**config.mk**
```make
export PLATFORM = sky130hd
export DESIGN_NAME = fc1_bias_reader
export DESIGN_NICKNAME = d
export VERILOG_FILES = /design/src/rtl/fc1_pkg.sv /design/src/rtl/bias_sat_lane.sv /design/src/rtl/fc1_bias_reader.sv
export SDC_FILE = /design/constraint.sdc
export NUM_CORES = 2
export LEC_CHECK = 0
export CAP_MARGIN = 10
export CORE_AREA = 2 2 633 635
export DETAILED_ROUTE_END_ITERATION = 8
export DIE_AREA = 0 0 635 637
export DONT_BUFFER_PORTS = 1
export SYNTH_ARGS = -nofsm -noshare
export SYNTH_HDL_FRONTEND = slang
export SYNTH_SLANG_ARGS = --single-unit
```
**constraint.sdc**
```tcl
create_clock -name clk -period 7.98 [get_ports clk]
set_input_delay 1.596 -clock clk [delete_from_list [all_inputs] [get_ports clk]]
set_output_delay 1.596 -clock clk [all_outputs]
set_load 0.005 [all_outputs]
```
**src/rtl/fc1_pkg.sv**
```systemverilog
// Shared constants and FSM state type for the FC1 bias read path.
package fc1_pkg;
    localparam int OUTPUT_BATCH_FC1 = 4;
    localparam int OUTPUT_NUM_FC1   = 16;
    localparam int WD_BIAS          = 34;
    localparam int WD_ACC           = 34;
    localparam int W_BATCH          = 2;

    typedef enum logic [2:0] {
        ST_IDLE,
        ST_REQ,
        ST_CAP,
        ST_ADD,
        ST_OUT
    } fc1_brd_state_t;
endpackage

```
**src/rtl/bias_sat_lane.sv**
```systemverilog
// One lane of the bias add: widen by one bit, add, clamp to the accumulator range, optional ReLU.
module bias_sat_lane #(
    parameter int WD_ACC  = 34,
    parameter int WD_BIAS = 34
) (
    input  logic signed [WD_ACC-1:0]  acc_i,
    input  logic signed [WD_BIAS-1:0] bias_i,
    input  logic                      relu_i,
    output logic signed [WD_ACC-1:0]  res_o
);
    localparam logic [WD_ACC-1:0] SAT_MAX = {1'b0, {(WD_ACC-1){1'b1}}};
    localparam logic [WD_ACC-1:0] SAT_MIN = {1'b1, {(WD_ACC-1){1'b0}}};

    logic [WD_ACC:0] sum;

    always_comb begin
        sum = {acc_i[WD_ACC-1], acc_i}
            + {{(WD_ACC+1-WD_BIAS){bias_i[WD_BIAS-1]}}, bias_i};
        // The two top bits disagree only when the true sum left the representable range.
        if (sum[WD_ACC] != sum[WD_ACC-1]) begin
            res_o = sum[WD_ACC] ? SAT_MIN : SAT_MAX;
        end else begin
            res_o = sum[WD_ACC-1:0];
        end
        if (relu_i && res_o[WD_ACC-1]) begin
            res_o = '0;
        end
    end
endmodule

```
**src/rtl/fc1_bias_reader.sv**
```systemverilog
// Fetches each FC1 batch's bias vector from the ROM, adds it to the accumulator batch and streams it out.
module fc1_bias_reader
    import fc1_pkg::*;
#(
    parameter int P_BATCH = OUTPUT_BATCH_FC1,
    parameter int P_NUM   = OUTPUT_NUM_FC1,
    parameter int P_WB    = WD_BIAS,
    parameter int P_WA    = WD_ACC,
    parameter int P_WBAT  = W_BATCH
) (
    input  logic                    clk,
    input  logic                    rstn,
    input  logic                    start,
    input  logic                    relu_en,
    output logic                    busy,
    output logic                    done,
    output logic [P_WBAT-1:0]       rom_aa,
    output logic                    rom_cena,
    input  logic [P_WB*P_NUM-1:0]   rom_qa,
    input  logic                    acc_valid,
    output logic                    acc_ready,
    input  logic [P_WA*P_NUM-1:0]   acc_data,
    output logic                    out_valid,
    input  logic                    out_ready,
    output logic [P_WA*P_NUM-1:0]   out_data,
    output logic                    out_last
);
    localparam logic [P_WBAT-1:0] LAST_B = P_WBAT'(P_BATCH - 1);

    fc1_brd_state_t          state_q, state_d;
    logic [P_WBAT-1:0]       b_q, b_d;
    logic [P_WBAT-1:0]       aa_q, aa_d;
    logic                    relu_q, relu_d;
    logic [P_WB*P_NUM-1:0]   bias_q, bias_d;
    logic [P_WA*P_NUM-1:0]   data_q, data_d;
    logic                    vld_q, vld_d;
    logic                    last_q, last_d;
    logic                    done_q, done_d;
    logic [P_WA*P_NUM-1:0]   sum_vec;

    // Lane 0 occupies the MSBs of every packed vector.
    for (genvar gi = 0; gi < P_NUM; gi++) begin : g_lane
        bias_sat_lane #(.WD_ACC(P_WA), .WD_BIAS(P_WB)) u_lane (
            .acc_i  (acc_data[(P_NUM-1-gi)*P_WA +: P_WA]),
            .bias_i (bias_q[(P_NUM-1-gi)*P_WB +: P_WB]),
            .relu_i (relu_q),
            .res_o  (sum_vec[(P_NUM-1-gi)*P_WA +: P_WA])
        );
    end

    always_ff @(posedge clk or negedge rstn) begin
        if (!rstn) begin
            state_q <= ST_IDLE;
            b_q     <= '0;
            aa_q    <= '0;
            relu_q  <= 1'b0;
            bias_q  <= '0;
            data_q  <= '0;
            vld_q   <= 1'b0;
            last_q  <= 1'b0;
            done_q  <= 1'b0;
        end else begin
            state_q <= state_d;
            b_q     <= b_d;
            aa_q    <= aa_d;
            relu_q  <= relu_d;
            bias_q  <= bias_d;
            data_q  <= data_d;
            vld_q   <= vld_d;
            last_q  <= last_d;
            done_q  <= done_d;
        end
    end

    always_comb begin
        state_d   = state_q;
        b_d       = b_q;
        aa_d      = aa_q;
        relu_d    = relu_q;
        bias_d    = bias_q;
        data_d    = data_q;
        vld_d     = vld_q;
        last_d    = last_q;
        done_d    = 1'b0;
        acc_ready = 1'b0;
        case (state_q)
            ST_IDLE: begin
                if (start) begin
                    b_d     = '0;
                    aa_d    = '0;
                    relu_d  = relu_en;
                    state_d = ST_REQ;
                end
            end
            ST_REQ: state_d = ST_CAP;
            ST_CAP: begin
                bias_d  = rom_qa;
                state_d = ST_ADD;
            end
            ST_ADD: begin
                acc_ready = 1'b1;
                if (acc_valid) begin
                    data_d  = sum_vec;
                    vld_d   = 1'b1;
                    last_d  = (b_q == LAST_B);
                    state_d = ST_OUT;
                end
            end
            ST_OUT: begin
                if (out_ready) begin
                    vld_d  = 1'b0;
                    last_d = 1'b0;
                    if (b_q == LAST_B) begin
                        done_d  = 1'b1;
                        state_d = ST_IDLE;
                    end else begin
                        // The ROM address only moves when the next request is set up.
                        b_d     = b_q + 1'b1;
                        aa_d    = b_q + 1'b1;
                        state_d = ST_REQ;
                    end
                end
            end
            default: state_d = ST_IDLE;
        endcase
    end

    assign busy      = (state_q != ST_IDLE);
    assign rom_cena  = (state_q != ST_REQ);
    assign rom_aa    = aa_q;
    assign out_valid = vld_q;
    assign out_data  = data_q;
    assign out_last  = last_q;
    assign done      = done_q;
endmodule

```
==> flow_metrics.env <==
export IMPL_clock_fmax_ghz=0.208
export IMPL_clock_root_buffer="sky130_fd_sc_hd__clkbuf_16"
export IMPL_yosys_cell_count_top_type="sky130_fd_sc_hd__dfrtp_1"
export IMPL_dp_cells=12184
export IMPL_timing_critical_path_arrival_ns=5.56
export IMPL_setup_viol=0
export IMPL_required_ns=8.74
export IMPL_clk_latency_ns=0.86
export IMPL_grt_ovfl_total=0
export IMPL_met2_usage=0.312
export IMPL_synth_area_mm2=0.0708
export IMPL_total_routing_resource_utilization_after_global_routing=0.195
export IMPL_detailedRoute_firstPassIterationCount=6
export IMPL_comb_power_share=0.527
export IMPL_post_dp_cell_area_mm2=0.0766
export IMPL_worstReg2RegStart="bias_q[510]"
export IMPL_path_buf_inv=1
export IMPL_drcViolationCount=0
export IMPL_ys_dominant_reg_cell="sky130_fd_sc_hd__dfrtp_1"
export IMPL_crit_path_cell_trace="ha_1, inv_1, fa_1, nand2b_1, a21oi_1, o31ai_1, a31oi_1, o41ai_1, o41ai_2, a41oi_1, xnor2_4, nor2_1, o21ai_0"
export IMPL_edff_count_synth=0
export IMPL_critical_path_endpoint_type="flop"
export IMPL_power_dissipated_by_switching_net_loads_uw=20700
export IMPL_total_nets_after_synthesis=8892
export IMPL_grt_pass1_wl_um=540000
export IMPL_outcome="complete, but fails checks"
export IMPL_cell_depth_of_the_worst_flop_to_flop_path=13
export IMPL_path_depth=13
export IMPL_grt_pass1_vias=56854
export IMPL_coreArea_mm2=0.398
export IMPL_dp_hpwl_um=349000
export IMPL_worst_ir_drop_vdd_mv=0.283
export IMPL_syn_inst=7237
export IMPL_power_share_sequential=0.302
export IMPL_leakage_uw=0.0347
export IMPL_yosys_area_top_type="sky130_fd_sc_hd__dfrtp_1"
export IMPL_area_delta_synth_final_pct=16.5
export IMPL_route_antenna_remaining_nets=1
export IMPL_maxCapViolations=0
export IMPL_synthDistinctLibCells=100
export IMPL_postCtsHoldBufs=0
export IMPL_design_die_area_mm2=0.404
export IMPL_place_gp_congestion=1.03
export IMPL_dr_first_iter_drc_count=6428
export IMPL_antenna_found_initial=387
export IMPL_shortest_period_the_worst_path_allows_ns=4.80
export IMPL_proportion_of_layout_cells_with_a_drive_suffix_above_1=0.132
export IMPL_rsz_0062_raised_after_global_routing="false"
export IMPL_clockBufferDepth=4
export IMPL_cts_sink_count=1097
export IMPL_post_route_util=0.207
export IMPL_final_max_slew_viol_count=0
export IMPL_numCtsBuffers=153
export IMPL_die_height_um=637
export IMPL_ys_ff_latch=1097
export IMPL_finish_net_count=8730
export IMPL_met1_usage=0.210
export IMPL_floorplan_io_pins=1646
export IMPL_power_per_cell_area_mw_per_mm2=522
export IMPL_cts_htree_levels=4
export IMPL_wl_per_cell_um=32.6
export IMPL_p_int_uw=22400
export IMPL_cts_setup_buffers=0
export IMPL_nature_of_the_critical_path_startpoint="input pin"
export IMPL_stdcell_count=12709
export IMPL_reg2reg_slack_ns=3.38
export IMPL_crit_path_max_incr_delay_ns=0.92
export IMPL_fp_row_count=232
export IMPL_port_buffer_count=0
export IMPL_timing_final_crit_share=0.601
export IMPL_cts_tree="done"
export IMPL_cts_resized=0
export IMPL_worst_path_max_delay_cell="sky130_fd_sc_hd__xnor2_4"
export IMPL_ys_seq_area_frac=0.388
export IMPL_floorplan_initialDensity=0.178
export IMPL_p_total_uw=43100
export IMPL_clockPowerShare=0.171
export IMPL_critical_path_peak_fanout=33
export IMPL_switching_share=0.480
export IMPL_post_synth_most_frequent_cells="sky130_fd_sc_hd__dfrtp_1 (1097), sky130_fd_sc_hd__a21oi_1 (575), sky130_fd_sc_hd__nand2_1 (562)"
export IMPL_setup_worst_path_end="out_data[457]"
export IMPL_grt_busiest_layer="met2"
export IMPL_slew_limit_headroom=0.0623
export IMPL_die_x_um=635
export IMPL_violated_checks="antenna rules"
export IMPL_post_synth_main_area_contributors="sky130_fd_sc_hd__dfrtp_1 (39%), sky130_fd_sc_hd__ha_1 (9.6%), sky130_fd_sc_hd__mux2_2 (8.4%)"
export IMPL_final_cell_area_mm2=0.0825
export IMPL_crit_type="input pin to flop"
export IMPL_largest_net_degree_at_the_start_of_global_routing=211
export IMPL_report_final_hold_viol_count=0
export IMPL_grt_met3_usage=0.0909
export IMPL_synth_yosys_warnings=0
export IMPL_synthDominantCellAreaShare=0.388
export IMPL_critical_path_top_delay_family="compound AO/OA/AOI/OAI gates"
export IMPL_syn_avg_cell_area_um2=9.78
export IMPL_tns_ns=0
export IMPL_via_count=62193
export IMPL_final_fill_count=43657
export IMPL_route_detailed_vias_per_inst=4.89
export IMPL_worst_r2r_endpoint="out_data[515]"
export IMPL_worst_setup_hold_path_clk_slew_ns=0.06
export IMPL_wl_um=415000
export IMPL_fin_skew_ns=0.0465
export IMPL_share_of_synthesized_flip_flops_with_an_asynchronous_set_or_reset=1.00
export IMPL_tightest_slew_ns=1.41
export IMPL_cp_startpoint="acc_data[442]"
export IMPL_hold_class="input pin to asynchronous set/reset pin"
[cell usage in the layout (no fill, tap or decap), types with 78 or more instances in the layout]
master                      count
sky130_fd_sc_hd__nor3_1        89
sky130_fd_sc_hd__a21oi_1      574
sky130_fd_sc_hd__o21ai_0      455
sky130_fd_sc_hd__xnor2_1      276
sky130_fd_sc_hd__o211ai_1      97
sky130_fd_sc_hd__dfrtp_1     1096
sky130_fd_sc_hd__xor2_1       163
sky130_fd_sc_hd__inv_1        198
sky130_fd_sc_hd__nor2b_1       78
sky130_fd_sc_hd__clkbuf_16    153
sky130_fd_sc_hd__nand3_1      119
sky130_fd_sc_hd__nand2_1      561
sky130_fd_sc_hd__a31oi_1      101
sky130_fd_sc_hd__nor2_1       442
sky130_fd_sc_hd__mux2_2       529
sky130_fd_sc_hd__a221o_1      264
sky130_fd_sc_hd__a21o_1       311
sky130_fd_sc_hd__diode_2      253
sky130_fd_sc_hd__ha_1         545
sky130_fd_sc_hd__o21a_1        83
sky130_fd_sc_hd__nand4_1       78
[kinds of logic (layout without fill, tap and decap cells)]
| kind of cell | after synthesis | count (layout) | synth area share |
|---|---|---|---|
| AOI/OAI and AO/OA | 2363 | 2363 | 0.229 |
| xor gates and xnor gates | 443 | 443 | 0.0550 |
| adders and majority gates | 561 | 561 | 0.101 |
| buffers and inverters | 576 | 530 | 0.0319 |
| DFF | 1097 | 1097 | 0.388 |
| muxes | 543 | 543 | 0.0863 |
| other | 0 | 253 | 0 |
| and+or+nand+nor | 1654 | 1654 | 0.109 |
[flip-flops by register name, indices dropped and copies added (netlist names)]
register,cells
done,1
rom_aa,2
bias_q,544
state_q,3
out_data,544
out_last,1
out_valid,1
relu_q,1
[layout make-up]
class / instances / area, um2 / share of cell area
multi-input combinational: 5564 / 41200 / 0.500
sequential: 1097 / 27500 / 0.333
tap: 5265 / 6590 / 0.0799
clock buffer: 194 / 4200 / 0.0510
clock inverter: 77 / 1000 / 0.0122
inverter: 199 / 747 / 0.00906
timing repair buffer: 60 / 641 / 0.00777
antenna: 253 / 633 / 0.00768
[worst reg2reg max path: stages, from the launching register on]
cell and delay [ns]:
sky130_fd_sc_hd__dfrtp_1 0.52, sky130_fd_sc_hd__ha_1 0.26, sky130_fd_sc_hd__inv_1 0.06, sky130_fd_sc_hd__fa_1 0.40
sky130_fd_sc_hd__nor2b_1 0.13, sky130_fd_sc_hd__o21a_1 0.15, sky130_fd_sc_hd__o21ai_0 0.13, sky130_fd_sc_hd__a311oi_1 0.52
sky130_fd_sc_hd__a21o_1 0.23, sky130_fd_sc_hd__a21oi_1 0.11, sky130_fd_sc_hd__a221oi_1 0.55, sky130_fd_sc_hd__and2_1 0.23
sky130_fd_sc_hd__and2_1 0.97, sky130_fd_sc_hd__a221o_1 0.26
[power groups by stage]
stage	clock network, uW	logic (uW)	registers [uW]
finish	7350	22700	13000
global route	7730	24800	13200
CTS	7550	22400	13200
detailed placement	0	22300	13200
global placement	0	22200	13200
floorplan	0	17200	9900
[per-layer routing]
layer / routed length, um / share of wire
met1: 147000 / 0.36
met5: 1100 / 0.0027
met3: 48900 / 0.12
met4: 24000 / 0.058
met2: 193000 / 0.47
[metrics by stage]
stage / setup WS [ns] / hold slack (ns)
floorplan: 3.39 / 0.473
global placement: 2.46 / 0.490
detailed placement: 2.36 / 0.497
CTS: 3.31 / 0.295
global route: 2.93 / 0.336
finish: 3.18 / 0.439
[how the worst min path moves through the flow]
stage,cells after the start,endpoint
after floorplan,2,out_data[135]
after global placement,2,out_data[198]
after detailed placement,2,out_data[172]
after CTS,0,bias_q[204]
after global routing,0,bias_q[204]
final,0,bias_q[160]
(Power assumes the default switching activity.)
